[config.mk]
export PLATFORM = sky130hd
export DESIGN_NAME = spw_ctrl_pio
export DESIGN_NICKNAME = d
export VERILOG_FILES = /design/src/rtl/spw_ctrl_pio.sv
export SDC_FILE = /design/constraint.sdc
export NUM_CORES = 1
export LEC_CHECK = 0
export CORE_MARGIN = 2
export CORE_UTILIZATION = 30
export CTS_BUF_LIST = sky130_fd_sc_hd__clkbuf_8
export DETAILED_ROUTE_END_ITERATION = 12
export GPL_ROUTABILITY_DRIVEN = 1
export PLACE_DENSITY_LB_ADDON = 0.3
export SKIP_CTS_REPAIR_TIMING = 1
export SLEW_MARGIN = 30
export SYNTH_ARGS = -nofsm -noshare
export SYNTH_HDL_FRONTEND = slang
export SYNTH_SLANG_ARGS = --single-unit
[constraint.sdc]
create_clock -name clk -period 1 [get_ports clk]
set_input_delay 0.15 -clock clk [delete_from_list [all_inputs] [get_ports clk]]
set_output_delay 0.15 -clock clk [all_outputs]
set_load 0.02 [all_outputs]
[src/rtl/spw_ctrl_pio.sv]
// ============================================================================
//  Module   : spw_ctrl_pio
//  Purpose  : Avalon-MM control/status port for the SpaceWire CODEC.
//             Control register with DATA/SET/CLR aliases and self-clearing
//             pulse bits, plus a synchronised status bank with rising-edge
//             capture and a maskable level interrupt.
//  Revision : 1.0  initial release
// ============================================================================
`default_nettype none

module spw_ctrl_pio #(
  parameter int                   OUT_WIDTH  = 3,
  parameter logic [OUT_WIDTH-1:0] OUT_RESET  = '0,
  parameter logic [OUT_WIDTH-1:0] PULSE_MASK = '0,
  parameter int                   PULSE_LEN  = 4,
  parameter int                   IN_WIDTH   = 8
) (
  input  logic                 clk,
  input  logic                 reset_n,
  input  logic [2:0]           address,
  input  logic                 chipselect,
  input  logic                 write_n,
  input  logic [31:0]          writedata,
  output logic [31:0]          readdata,
  output logic [OUT_WIDTH-1:0] out_port,
  input  logic [IN_WIDTH-1:0]  in_port,
  output logic                 irq
);

  // Register word addresses
  localparam logic [2:0] C_ADDR_DATA   = 3'd0;
  localparam logic [2:0] C_ADDR_SET    = 3'd1;
  localparam logic [2:0] C_ADDR_CLR    = 3'd2;
  localparam logic [2:0] C_ADDR_STATUS = 3'd3;
  localparam logic [2:0] C_ADDR_EDGE   = 3'd4;
  localparam logic [2:0] C_ADDR_MASK   = 3'd5;

  localparam logic [7:0] C_PCNT_LOAD   = 8'(PULSE_LEN);

  // --------------------------------------------------------------------------
  // State
  // --------------------------------------------------------------------------
  logic [OUT_WIDTH-1:0] ctrl_q,   ctrl_d;
  logic [7:0]           pcnt_q,   pcnt_d;
  logic [IN_WIDTH-1:0]  sync1_q;
  logic [IN_WIDTH-1:0]  sync2_q;
  logic [IN_WIDTH-1:0]  sync_d_q;
  logic [IN_WIDTH-1:0]  edge_q,   edge_d;
  logic [IN_WIDTH-1:0]  mask_q,   mask_d;
  logic                 irq_q,    irq_d;

  // --------------------------------------------------------------------------
  // Bus write decode
  // --------------------------------------------------------------------------
  logic                 w_wr_en;
  logic                 w_wr_data;
  logic                 w_wr_set;
  logic                 w_wr_clr;
  logic                 w_wr_edge;
  logic                 w_wr_mask;
  logic [OUT_WIDTH-1:0] w_wd_out;
  logic [IN_WIDTH-1:0]  w_wd_in;

  assign w_wr_en   = chipselect & ~write_n;
  assign w_wr_data = w_wr_en & (address == C_ADDR_DATA);
  assign w_wr_set  = w_wr_en & (address == C_ADDR_SET);
  assign w_wr_clr  = w_wr_en & (address == C_ADDR_CLR);
  assign w_wr_edge = w_wr_en & (address == C_ADDR_EDGE);
  assign w_wr_mask = w_wr_en & (address == C_ADDR_MASK);
  assign w_wd_out  = writedata[OUT_WIDTH-1:0];
  assign w_wd_in   = writedata[IN_WIDTH-1:0];

  // Upper writedata bits beyond both register widths are intentionally dropped
  logic w_unused_wd;
  assign w_unused_wd = ^writedata;

  // --------------------------------------------------------------------------
  // Control register and pulse counter
  // --------------------------------------------------------------------------
  logic                 w_expire;
  logic [OUT_WIDTH-1:0] w_ctrl_base;
  logic                 w_pload;

  // pcnt leaving 1 is the single cycle on which pulse bits are dropped
  assign w_expire    = (pcnt_q == 8'd1);
  assign w_ctrl_base = w_expire ? (ctrl_q & ~PULSE_MASK) : ctrl_q;

  // Next control value: the bus write is applied on top of any expiry so
  // bits the write sets always survive a coincident expiry
  always_comb begin
    ctrl_d = w_ctrl_base;
    if (w_wr_data) begin
      ctrl_d = w_wd_out;
    end else if (w_wr_set) begin
      ctrl_d = w_ctrl_base | w_wd_out;
    end else if (w_wr_clr) begin
      ctrl_d = w_ctrl_base & ~w_wd_out;
    end
  end

  // Reload on a DATA/SET write that writes a pulse bit as 1 or raises one;
  // a reload while running extends the pulse rather than stacking it
  assign w_pload = (w_wr_data | w_wr_set) &
                   (|(PULSE_MASK & ((ctrl_d & ~ctrl_q) | w_wd_out)));

  // Counter next state: reload wins, otherwise count down to zero and hold
  always_comb begin
    pcnt_d = pcnt_q;
    if (w_pload) begin
      pcnt_d = C_PCNT_LOAD;
    end else if (pcnt_q != 8'd0) begin
      pcnt_d = pcnt_q - 8'd1;
    end
  end

  // Control register; reset does not arm the counter even for pulse bits
  always_ff @(posedge clk or negedge reset_n) begin
    if (!reset_n) begin
      ctrl_q <= OUT_RESET;
    end else begin
      ctrl_q <= ctrl_d;
    end
  end

  // Shared pulse down-counter; reset aborts any pulse in flight
  always_ff @(posedge clk or negedge reset_n) begin
    if (!reset_n) begin
      pcnt_q <= 8'd0;
    end else begin
      pcnt_q <= pcnt_d;
    end
  end

  // --------------------------------------------------------------------------
  // Status input path
  // --------------------------------------------------------------------------
  logic [IN_WIDTH-1:0] w_rise;

  // Two-flop synchroniser followed by a delay stage for edge detection
  always_ff @(posedge clk or negedge reset_n) begin
    if (!reset_n) begin
      sync1_q  <= '0;
      sync2_q  <= '0;
      sync_d_q <= '0;
    end else begin
      sync1_q  <= in_port;
      sync2_q  <= sync1_q;
      sync_d_q <= sync2_q;
    end
  end

  assign w_rise = sync2_q & ~sync_d_q;

  // Edge capture: write-1-to-clear, a same-cycle rising edge takes priority
  always_comb begin
    edge_d = edge_q;
    if (w_wr_edge) begin
      edge_d = edge_q & ~w_wd_in;
    end
    edge_d = edge_d | w_rise;
  end

  // Interrupt mask register update
  always_comb begin
    mask_d = mask_q;
    if (w_wr_mask) begin
      mask_d = w_wd_in;
    end
  end

  // Level interrupt computed from the current capture and mask state
  assign irq_d = |(edge_q & mask_q);

  // Edge capture, mask and registered interrupt
  always_ff @(posedge clk or negedge reset_n) begin
    if (!reset_n) begin
      edge_q <= '0;
      mask_q <= '0;
      irq_q  <= 1'b0;
    end else begin
      edge_q <= edge_d;
      mask_q <= mask_d;
      irq_q  <= irq_d;
    end
  end

  // --------------------------------------------------------------------------
  // Read mux: combinational, zero-extended, no side effects
  // --------------------------------------------------------------------------
  // Select the addressed register and place it at the bottom of the word
  always_comb begin
    readdata = 32'd0;
    case (address)
      C_ADDR_DATA:   readdata[OUT_WIDTH-1:0] = ctrl_q;
      C_ADDR_STATUS: readdata[IN_WIDTH-1:0]  = sync2_q;
      C_ADDR_EDGE:   readdata[IN_WIDTH-1:0]  = edge_q;
      C_ADDR_MASK:   readdata[IN_WIDTH-1:0]  = mask_q;
      default:       readdata = 32'd0;
    endcase
  end

  assign out_port = ctrl_q;
  assign irq      = irq_q;

endmodule

`default_nettype wire

* After elaboration in Yosys (flattened, before gate mapping)
Cells that the tools add are included.
Widths: inputs -> output; s select.
** Storage, ports and cells
- Flip-flop bits (word level) :: 44
- Input bits :: 47
- Output and inout bits :: 36
- Logic and storage cells :: 37
** Operators by class
- Eq/ne operators :: 5
- Multiplexer cells :: 6
- Bitwise gates (word level) :: 16
- Reduce and logical (&&, ||, !) cells :: 3
** Operators by type and width (count)
- $and 8x8->8 :: 3
- $not 8->8 :: 2
- $pmux 5 s3 :: 1
- $pmux 3 s4 :: 1
- $mux 3 :: 3
- $mux 8 :: 1
- $or 8x8->8 :: 1
- $reduce_or 8->1 :: 1
- $and 1x1->1 :: 6
- $eq 3x2->1 const B :: 2
- $eq 3x3->1 const B :: 2
- $and 3x3->3 :: 1
- $eq 3x1->1 const B :: 1
- $logic_not 3->1 :: 1
- $not 3->3 :: 1
- $or 3x3->3 :: 1
- $reduce_bool 3->1 :: 1
- $not 1->1 :: 1

* Depth between registers and ports, before layout
Gate-level depths: netlist of the first run.
- Depth after elaboration :: 6
- Depth in mapped cells :: 5
- Mapped depth without buffers :: 3

* Worst setup path after synthesis of the first run
No wires, ideal clock.
- Kind :: input-to-output
- From :: input port address[0]
- To :: output port readdata[3]
- Arrival time :: 1254 ps
- Required time :: 850 ps
- Path slack :: -404 ps
- Cell stages on the path :: 4
- Buffers on the path :: 2
- Path through :: buf_2 -> buf_2 -> nand2_1 -> o32ai_1
** Between the ends
- Word-level cells in the longest chain between the ends :: 2
- Elaborated cells on any way between the ends :: 4
- Classes of those cells :: 3 x eq/ne; 1 x mux
** Ends and longest elaborated chain
- from (decl) :: line 20 : input logic [2:0] address,
- $eq 3x3->1 / $eq 3x2->1 (equally long branches) :: line 193 : case (address)
- $pmux 5 s3 * :: line 193
- to (decl) :: line 24 : output logic [31:0] readdata,
Mark *: on every way between the ends. The rest lies on a longest branch, timed or not.

* Final worst setup path of the first run
- From :: register mask_q[6]
- To :: output port readdata[6]
** Between the ends
- Word-level cells in the longest chain between the ends :: 1
** Ends and longest elaborated chain
- from (decl) :: line 49 : logic [IN_WIDTH-1:0] mask_q, mask_d;
- from (signal assigned) :: line 182 : mask_q <= mask_d;
- $pmux 5 s3 :: line 193
Every way passes these cells.

==> results.cfg, run 1 <==
[outcome]
status = finished with violations
failed_checks = negative setup slack

[die]
core_area_mm2 = 0.00624
rows = 29
die_x_um = 83.8
die-area_mm2 = 0.00703
initial_utilization_pct = 30.6
die_h_um = 83.8
boundaryPins = 83

[timing]
finalSetupTns_ps = -2680
setup_viol = 11
hold_ws_ps = 286
grt_setup_unrepaired = true
hold_viol = 0
period_share_pct = 134
setup_slack_ps = -336
fin_crit_ps = 1340
drv_slew = 0
fmax_ghz = 0.748
fin_skew_ps = 7.13

[synth]
ys_types = 21
yosys_warnings = 0
syn_area_mm2 = 0.00191
ys_top_cells_by_area = dfrtp_1 (58%), buf_4 (9.4%), mux2_4 (6.3%)
seq_area_frac_synth_pct = 57.6
syn_inst = 153
avgSynthCellArea_um2 = 12.5
yosysTopAreaCell = dfrtp_1
synth.top_cell.area_share_pct = 57.6
synth-seq-cells = 44

[placed_design]
dpl-instance-area_mm2 = 0.00267
dp_cells = 296
dp_slack_ps = -1040
dp_hpwl_um = 2850
io_buffer_count = 34
place_congestion = 0.853

[routing]
dr.first_iter.drc_count = 60
routed_wirelength_um = 4070
first_pass_iters = 4
wl_per_cell_um = 13.1
via_per_inst = 4.33
drc_errors = 0
via_count = 1346
antenna_left = 0

[power]
peakVddDrop_mv = 0.804
power_density_mw_per_mm2 = 1560
finalPower_mw = 4.57
p_leak_nw = 1.33

[layout]
final_common_cell = dfrtp_1
layout-drive-gt1-share_pct = 44.0
layout_common_cells = dfrtp_1 (44), buf_4 (33), conb_1 (24)
area_growth_pct = 53.0
design_area_mm2 = 0.00293
antennaDiodeCount = 0
fin_nets = 280
fin_cells = 311
final_util_pct = 46.9

[grt]
antenna_found_initial = 0
grt_overflow = 0
grt_pass1_vias = 1310
grt_max_degree = 45
grt_pass1_wl_um = 6660
grt_use_total_pct = 12.3

[setup_path]
reg2reg_to = irq
crit_path_start = mask_q[6]
cp-start-kind = register
r2r-start = mask_q[2]
arrival_ps = 1190
crit_path_end = readdata[6]
ff2ff_path_depth = 3
cp.required_ps = 850
end_kind = primary output
cp_max_fo = 2
critPathKind = register to primary output
r2r_setup_slack_ps = 40

[clock_network]
cts-buffers-inserted = 5
cts_root_buffer = clkbuf_8
clkTransAtPathRegs_ps = 80
insertion_delay_ps = 290
cts.sinks = 44
clk_path_buf_depth = 2
cts_max_level = 2
cts_tree = yes

[min_path]
holdCritStartpoint = in_port[6]
hold_class = primary input to register

[flow_run]
drv_cap = 0
-- power by group --
part / leakage, nW / total (mW) / switching, mW / internal (mW)
combinational: 0.779 / 1.22 / 0.540 / 0.683
sequential: 0.496 / 2.04 / 0.0998 / 1.94
clock: 0.0593 / 1.30 / 0.571 / 0.731
total: 1.33 / 4.57 / 1.21 / 3.36
-- sequential cells by signal, indices dropped and copies added, names as in the netlist, named ones only --
register and cells:
edge_q 8, irq 1, mask_q 8, sync1_q 8, sync2_q 8, sync_d_q 8
-- kinds of logic after synthesis --
group / Yosys count / synth area share, %
AO/OA/AOI/OAI: 37 / 12.4
buffers and inverters: 38 / 12.8
flip-flops: 44 / 57.6
multiplexers: 16 / 10.5
other: 1 / 0.196
AND/OR/NAND/NOR: 17 / 6.61
-- cell usage after synthesis (all sizes together) --
| master | number |
|---|---|
| o32ai | 5 |
| o21ai | 19 |
| or2 | 1 |
| nor2 | 1 |
| a22oi | 7 |
| o22ai | 3 |
| a22o | 3 |
| inv | 10 |
| nand4bb | 1 |
| buf | 28 |
| mux2i | 8 |
| nand2 | 2 |
| nor4b | 2 |
| nand4 | 1 |
| and2 | 1 |
| conb | 1 |
| dfrtp | 44 |
| nand2b | 8 |
| mux2 | 8 |
-- worst min-delay path by stage --
stage | cells after the start | slack, ps | end
after floorplan | 0 | -150 | asynchronous set/reset pin
after global placement | 2 | 150 | sync1_q[5]
after detailed placement | 2 | 150 | sync1_q[5]
after CTS | 2 | -190 | sync1_q[5]
after global routing | 1 | 280 | sync1_q[7]
final | 1 | 290 | sync1_q[6]
-- critical path, cell delays in order (launching register included) --
cell	delay [ps]
dfrtp_1	390
mux2i_1	150
buf_4	140
o32ai_4	60
buf_6	140
-- layer usage --
| metal | global-route usage, % | routed length, µm |
|---|---|---|
| met1 | 17.2 | 1910 |
| met4 | 4.84 | 68 |
| met5 | 0 | 0 |
| met3 | 3.66 | 256 |
| met2 | 17.8 | 1830 |
-- area by class of cell --
cell class,count,area [µm²]
Clock buffer,5,68.8
Clock inverter,3,38.8
Fill cell,580,3320
Inverter,10,37.5
Multi-Input combinational cell,94,853
Sequential cell,44,1100
Tap cell,77,96.3
Timing Repair Buffer,78,729
No activity file was read; power rests on OpenSTA's default activity.
==> inputs of run 2 (changes only) <==
- CORE_MARGIN: 2 -> 5
==> run 2 against run 1 <==
Compared with the run above:
- the flow still finishes with violations (negative setup slack)
- clock power shrank 15%
- hold slack gained 1.1 ps
- register-to-register slack lost 50 ps
- setup slack lost 15 ps
- fmax shrank 1.1%
- largest power group unchanged
- highest routed layer unchanged
==> results.cfg, run 2 (synthesized netlist as in run 1, its figures left out) <==
[outcome]
status = finished with violations
failed_checks = negative setup slack

[routing]
via_per_inst = 4.34
dr.first_iter.drc_count = 56
routed_wirelength_um = 4350
drc_errors = 0
via_count = 1336
antenna_left = 0
wl_per_cell_um = 14.1
first_pass_iters = 4

[setup_path]
r2r-start = mask_q[4]
end_kind = primary output
crit_path_start = mask_q[6]
cp-start-kind = register
cp.required_ps = 850
ff2ff_path_depth = 3
slowest_stage = dfrtp_1
cp_max_fo = 2
crit_path_end = readdata[6]
slowest_delay_ps = 400
crit_chain = mux2i_1 -> buf_4 -> o32ai_4 -> buf_6
critPathKind = register to primary output
reg2reg_to = mask_q[4]
arrival_ps = 1200
r2r_setup_slack_ps = -10

[layout]
fin_nets = 277
fin_cells = 308
antennaDiodeCount = 0
final_common_cell = dfrtp_1
layout_common_cells = dfrtp_1 (44), buf_4 (28), conb_1 (24)
layout-drive-gt1-share_pct = 43.7
design_area_mm2 = 0.00294
area_growth_pct = 53.9

[timing]
setup_viol = 14
fin_skew_ps = 11.1
period_share_pct = 135
grt_setup_unrepaired = true
finalSetupTns_ps = -2720
fin_crit_ps = 1350
fmax_ghz = 0.740
hold_ws_ps = 287
drv_slew = 0
setup_slack_ps = -352
hold_viol = 0

[die]
die_x_um = 89.8
boundaryPins = 83
core_area_mm2 = 0.00628
rows = 29
die_h_um = 89.8
die-area_mm2 = 0.00807
initial_utilization_pct = 30.5

[placed_design]
io_buffer_count = 34
place_congestion = 0.763
dp_hpwl_um = 3160
dp_cells = 296
dpl-instance-area_mm2 = 0.00265

[grt]
grt_pass1_wl_um = 7130
grtUsageMet1_pct = 15.0
grt_use_met3_pct = 3.67
grt_use_total_pct = 11.0
grt_pass1_vias = 1439
grt_max_degree = 45
use_met2_pct = 16.2
grt.busiest_layer = met2
grt_overflow = 0
antenna_found_initial = 0

[clock_network]
clk_path_buf_depth = 2
clkTransAtPathRegs_ps = 80
insertion_delay_ps = 300
cts-buffers-inserted = 5
cts_tree = yes
cts_root_buffer = clkbuf_8
cts_max_level = 2
cts.sinks = 44

[power]
swShare_pct = 28.8
peakVddDrop_mv = 0.847
pwr-share-comb_pct = 28.8
power_density_mw_per_mm2 = 1500
pwr-share-clk_pct = 24.9
p_int_mw = 3.15
power_frac_seq_pct = 46.3
p_leak_nw = 1.33
switchingPower_mw = 1.28

[min_path]
hold_class = primary input to register

[flow_run]
drv_cap = 0
## run 2: changes by cell type in the layout (fill, tap and decap cells not counted), sizes merged
cell | previous run | this run
clkbuf | 11 | 8
bufinv | 1 | 0
inv | 11 | 10
clkinv | 1 | 3
## run 2: how the worst min path moves through the flow
stage | slack [ps] | cells after the start | end | startpoint
detailed placement | 150 | 2 | sync1_q[5] | reset_n
global placement | 150 | 2 | sync1_q[5] | reset_n
CTS | -170 | 2 | sync1_q[5] | reset_n
finish | 290 | 1 | sync1_q[5] | in_port[5]
floorplan | -150 | 0 | asynchronous set/reset pin | reset_n
global route | 270 | 1 | sync1_q[4] | in_port[4]
## run 2: layer usage
metal / vias to the layer above / share of wire, %
li1: 640 / -
met1: 649 / 47
met2: 41 / 45
met3: 6 / 6.0
met4: 0 / 1.4
met5: - / 0
## run 2: area by class of cell
cell class              count  area (µm²)
repair buffers             75         743
clock buffers               5        68.8
flip-flops and latches     44        1100
multi-input cells          94         877
fillers                   574        3330
well taps                  77        96.3
clock inverters             3        18.8
inverters                  10        37.5
## run 2: worst max-delay path: cells and delay by family, from the launching register on
kind | cells | cell delay (ps)
compound gates | 1 | 60
buf+inv | 2 | 280
flops | 1 | 400
mux | 1 | 160
## run 2: power by group through the flow
stage               Combinational, mW  Sequential, mW  Clock, mW
global route                     1.37            2.07       1.22
floorplan                       0.592            2.10          0
finish                           1.27            2.05       1.10
global placement                 1.10            2.05          0
CTS                              1.12            2.02       1.14
detailed placement               1.11            2.06          0
## run 2: per-stage QoR
| stage | setup slack (ps) | total power, mW | util, % |
|---|---|---|---|
| after global placement | -1030 | 3.16 | 42.3 |
| after detailed placement | -1040 | 3.17 | 42.3 |
| final | -352 | 4.42 | 46.9 |
| after floorplan | -176 | 2.69 | - |
| after CTS | -1040 | 4.28 | 43.7 |
| after global routing | -414 | 4.66 | 46.9 |
==> inputs of run 3 (changes only) <==
- CORE_UTILIZATION: 30 -> 39
==> run 3 against run 2 <==
Compared with the run above:
- largest cell class unchanged
- fmax fell by 1.1%
- count of clock-buffer cells in the layout did not move
- the run still ends with negative setup slack left
- via count rose by 5.2%
- highest routed layer unchanged
- non-clock buffer count fell by 3
- setup slack got worse by 15 ps
==> results.cfg, run 3 (synthesized netlist as in run 1, its figures left out) <==
[setup_path]
critPathKind = register to primary output
cp.required_ps = 850
cp-start-kind = register
arrival_ps = 1220
slowest_delay_ps = 420
end_kind = primary output
cp_max_fo = 2
slowest_stage = dfrtp_1
crit_chain = mux2i_2 -> o32ai_4 -> buf_6

[power]
peakVddDrop_mv = 0.816
finalPower_mw = 4.93
power_density_mw_per_mm2 = 1640
p_leak_nw = 1.34

[timing]
fin_crit_ps = 1370
drv_slew = 0
fin_skew_ps = 3.63
setup_viol = 19
hold_viol = 0
fmax_ghz = 0.732
period_share_pct = 137
grt_setup_unrepaired = true
setup_slack_ps = -367

[layout]
fillCellCount = 357
final_common_cell = dfrtp_1
fin_nets = 274
layout_common_cells = dfrtp_1 (44), conb_1 (24), buf_4 (23)
area_growth_pct = 56.9
fin_cells = 294
layout-drive-gt1-share_pct = 44.5
antennaDiodeCount = 0

[outcome]
status = finished with violations
failed_checks = negative setup slack

[grt]
grt_pass1_vias = 1441
grt_pass1_wl_um = 6980
antenna_found_initial = 0
grt_max_degree = 45
grt_overflow = 0
grt_use_total_pct = 14.3

[routing]
first_pass_iters = 4
dr.first_iter.drc_count = 50
antenna_left = 0
drc_errors = 0
routed_wirelength_um = 4960
wl_per_cell_um = 16.9
via_per_inst = 4.78
via_count = 1405

[clock_network]
clk_path_buf_depth = 2
cts_max_level = 2
cts_tree = yes
cts-buffers-inserted = 5
insertion_delay_ps = 300
cts_root_buffer = clkbuf_8
cts.sinks = 44
clkTransAtPathRegs_ps = 80

[die]
rows = 25
initial_utilization_pct = 40.2
core_area_mm2 = 0.00475
die_h_um = 80.0
boundaryPins = 83
die-area_mm2 = 0.00640
die_x_um = 80.0

[placed_design]
dp_cells = 282
place_congestion = 0.873
dp_slack_ps = -1020
io_buffer_count = 34
dp_hpwl_um = 3280

[flow_run]
drv_cap = 0

[min_path]
hold_class = primary input to register
-- run 3: changes by cell type in the layout (fill, tap and decap cells not counted), sizes merged --
cell,change
bufinv,+2
buf,-7
clkbuf,+3
dlymetal6s2s,+1
clkinv,-3
-- run 3: metrics by stage --
step	utilization, %	instance area (µm²)	TNS [ps]	hold WS, ps
floorplan	-	2160	-1520	-146
global placement	55.4	2640	-21240	141
detailed placement	55.4	2640	-21780	142
CTS	58.1	2760	-17400	-176
global route	63.1	3000	-4510	274
finish	63.1	3000	-3930	281
-- run 3: power breakdown --
group          internal, mW  leakage [nW]  switching (mW)
Combinational         0.707         0.778           0.566
Clock                 0.983        0.0642           0.593
Sequential             1.94         0.496           0.139
-- run 3: critical path, delay by kind of cell, from the launching register on --
family	cells	cell delay, ps
AO/OA/AOI/OAI	1	120
flip-flops	1	420
buffers and inverters	1	150
multiplexers	1	240
-- run 3: path summary, 6_finish.rpt --
kind	startpoint	end	slack [ps]	depth (start not counted)
worst min register to register	sync1_q[7]	sync2_q[7]	350	0
min in group asynchronous	reset_n	sync2_q[1]	350	3
worst max register to register	edge_q[3]	irq	0	3
worst max-delay path	mask_q[5]	readdata[5]	-370	3
max in group asynchronous	reset_n	mask_q[4]	440	3
worst min-delay path	in_port[3]	sync1_q[3]	280	1
-- run 3: layout make-up --
| cell class | instances | area, µm² | share of cell area (%) |
|---|---|---|---|
| Timing Repair Buffer | 72 | 739 | 24.6 |
| Tap cell | 67 | 83.8 | 2.79 |
| Multi-Input combinational cell | 94 | 910 | 30.3 |
| Clock buffer | 5 | 68.8 | 2.29 |
| Sequential cell | 44 | 1100 | 36.7 |
| Inverter | 10 | 37.5 | 1.25 |
| Clock inverter | 2 | 60.1 | 2.00 |
-- run 3: per-layer routing --
metal	global-route usage (%)	vias to the layer above	wire length, µm
met5	0	-	0
li1	-	630	-
met3	4.18	17	313
met4	5.07	0	146
met1	16.2	698	1890
met2	25.2	60	2610
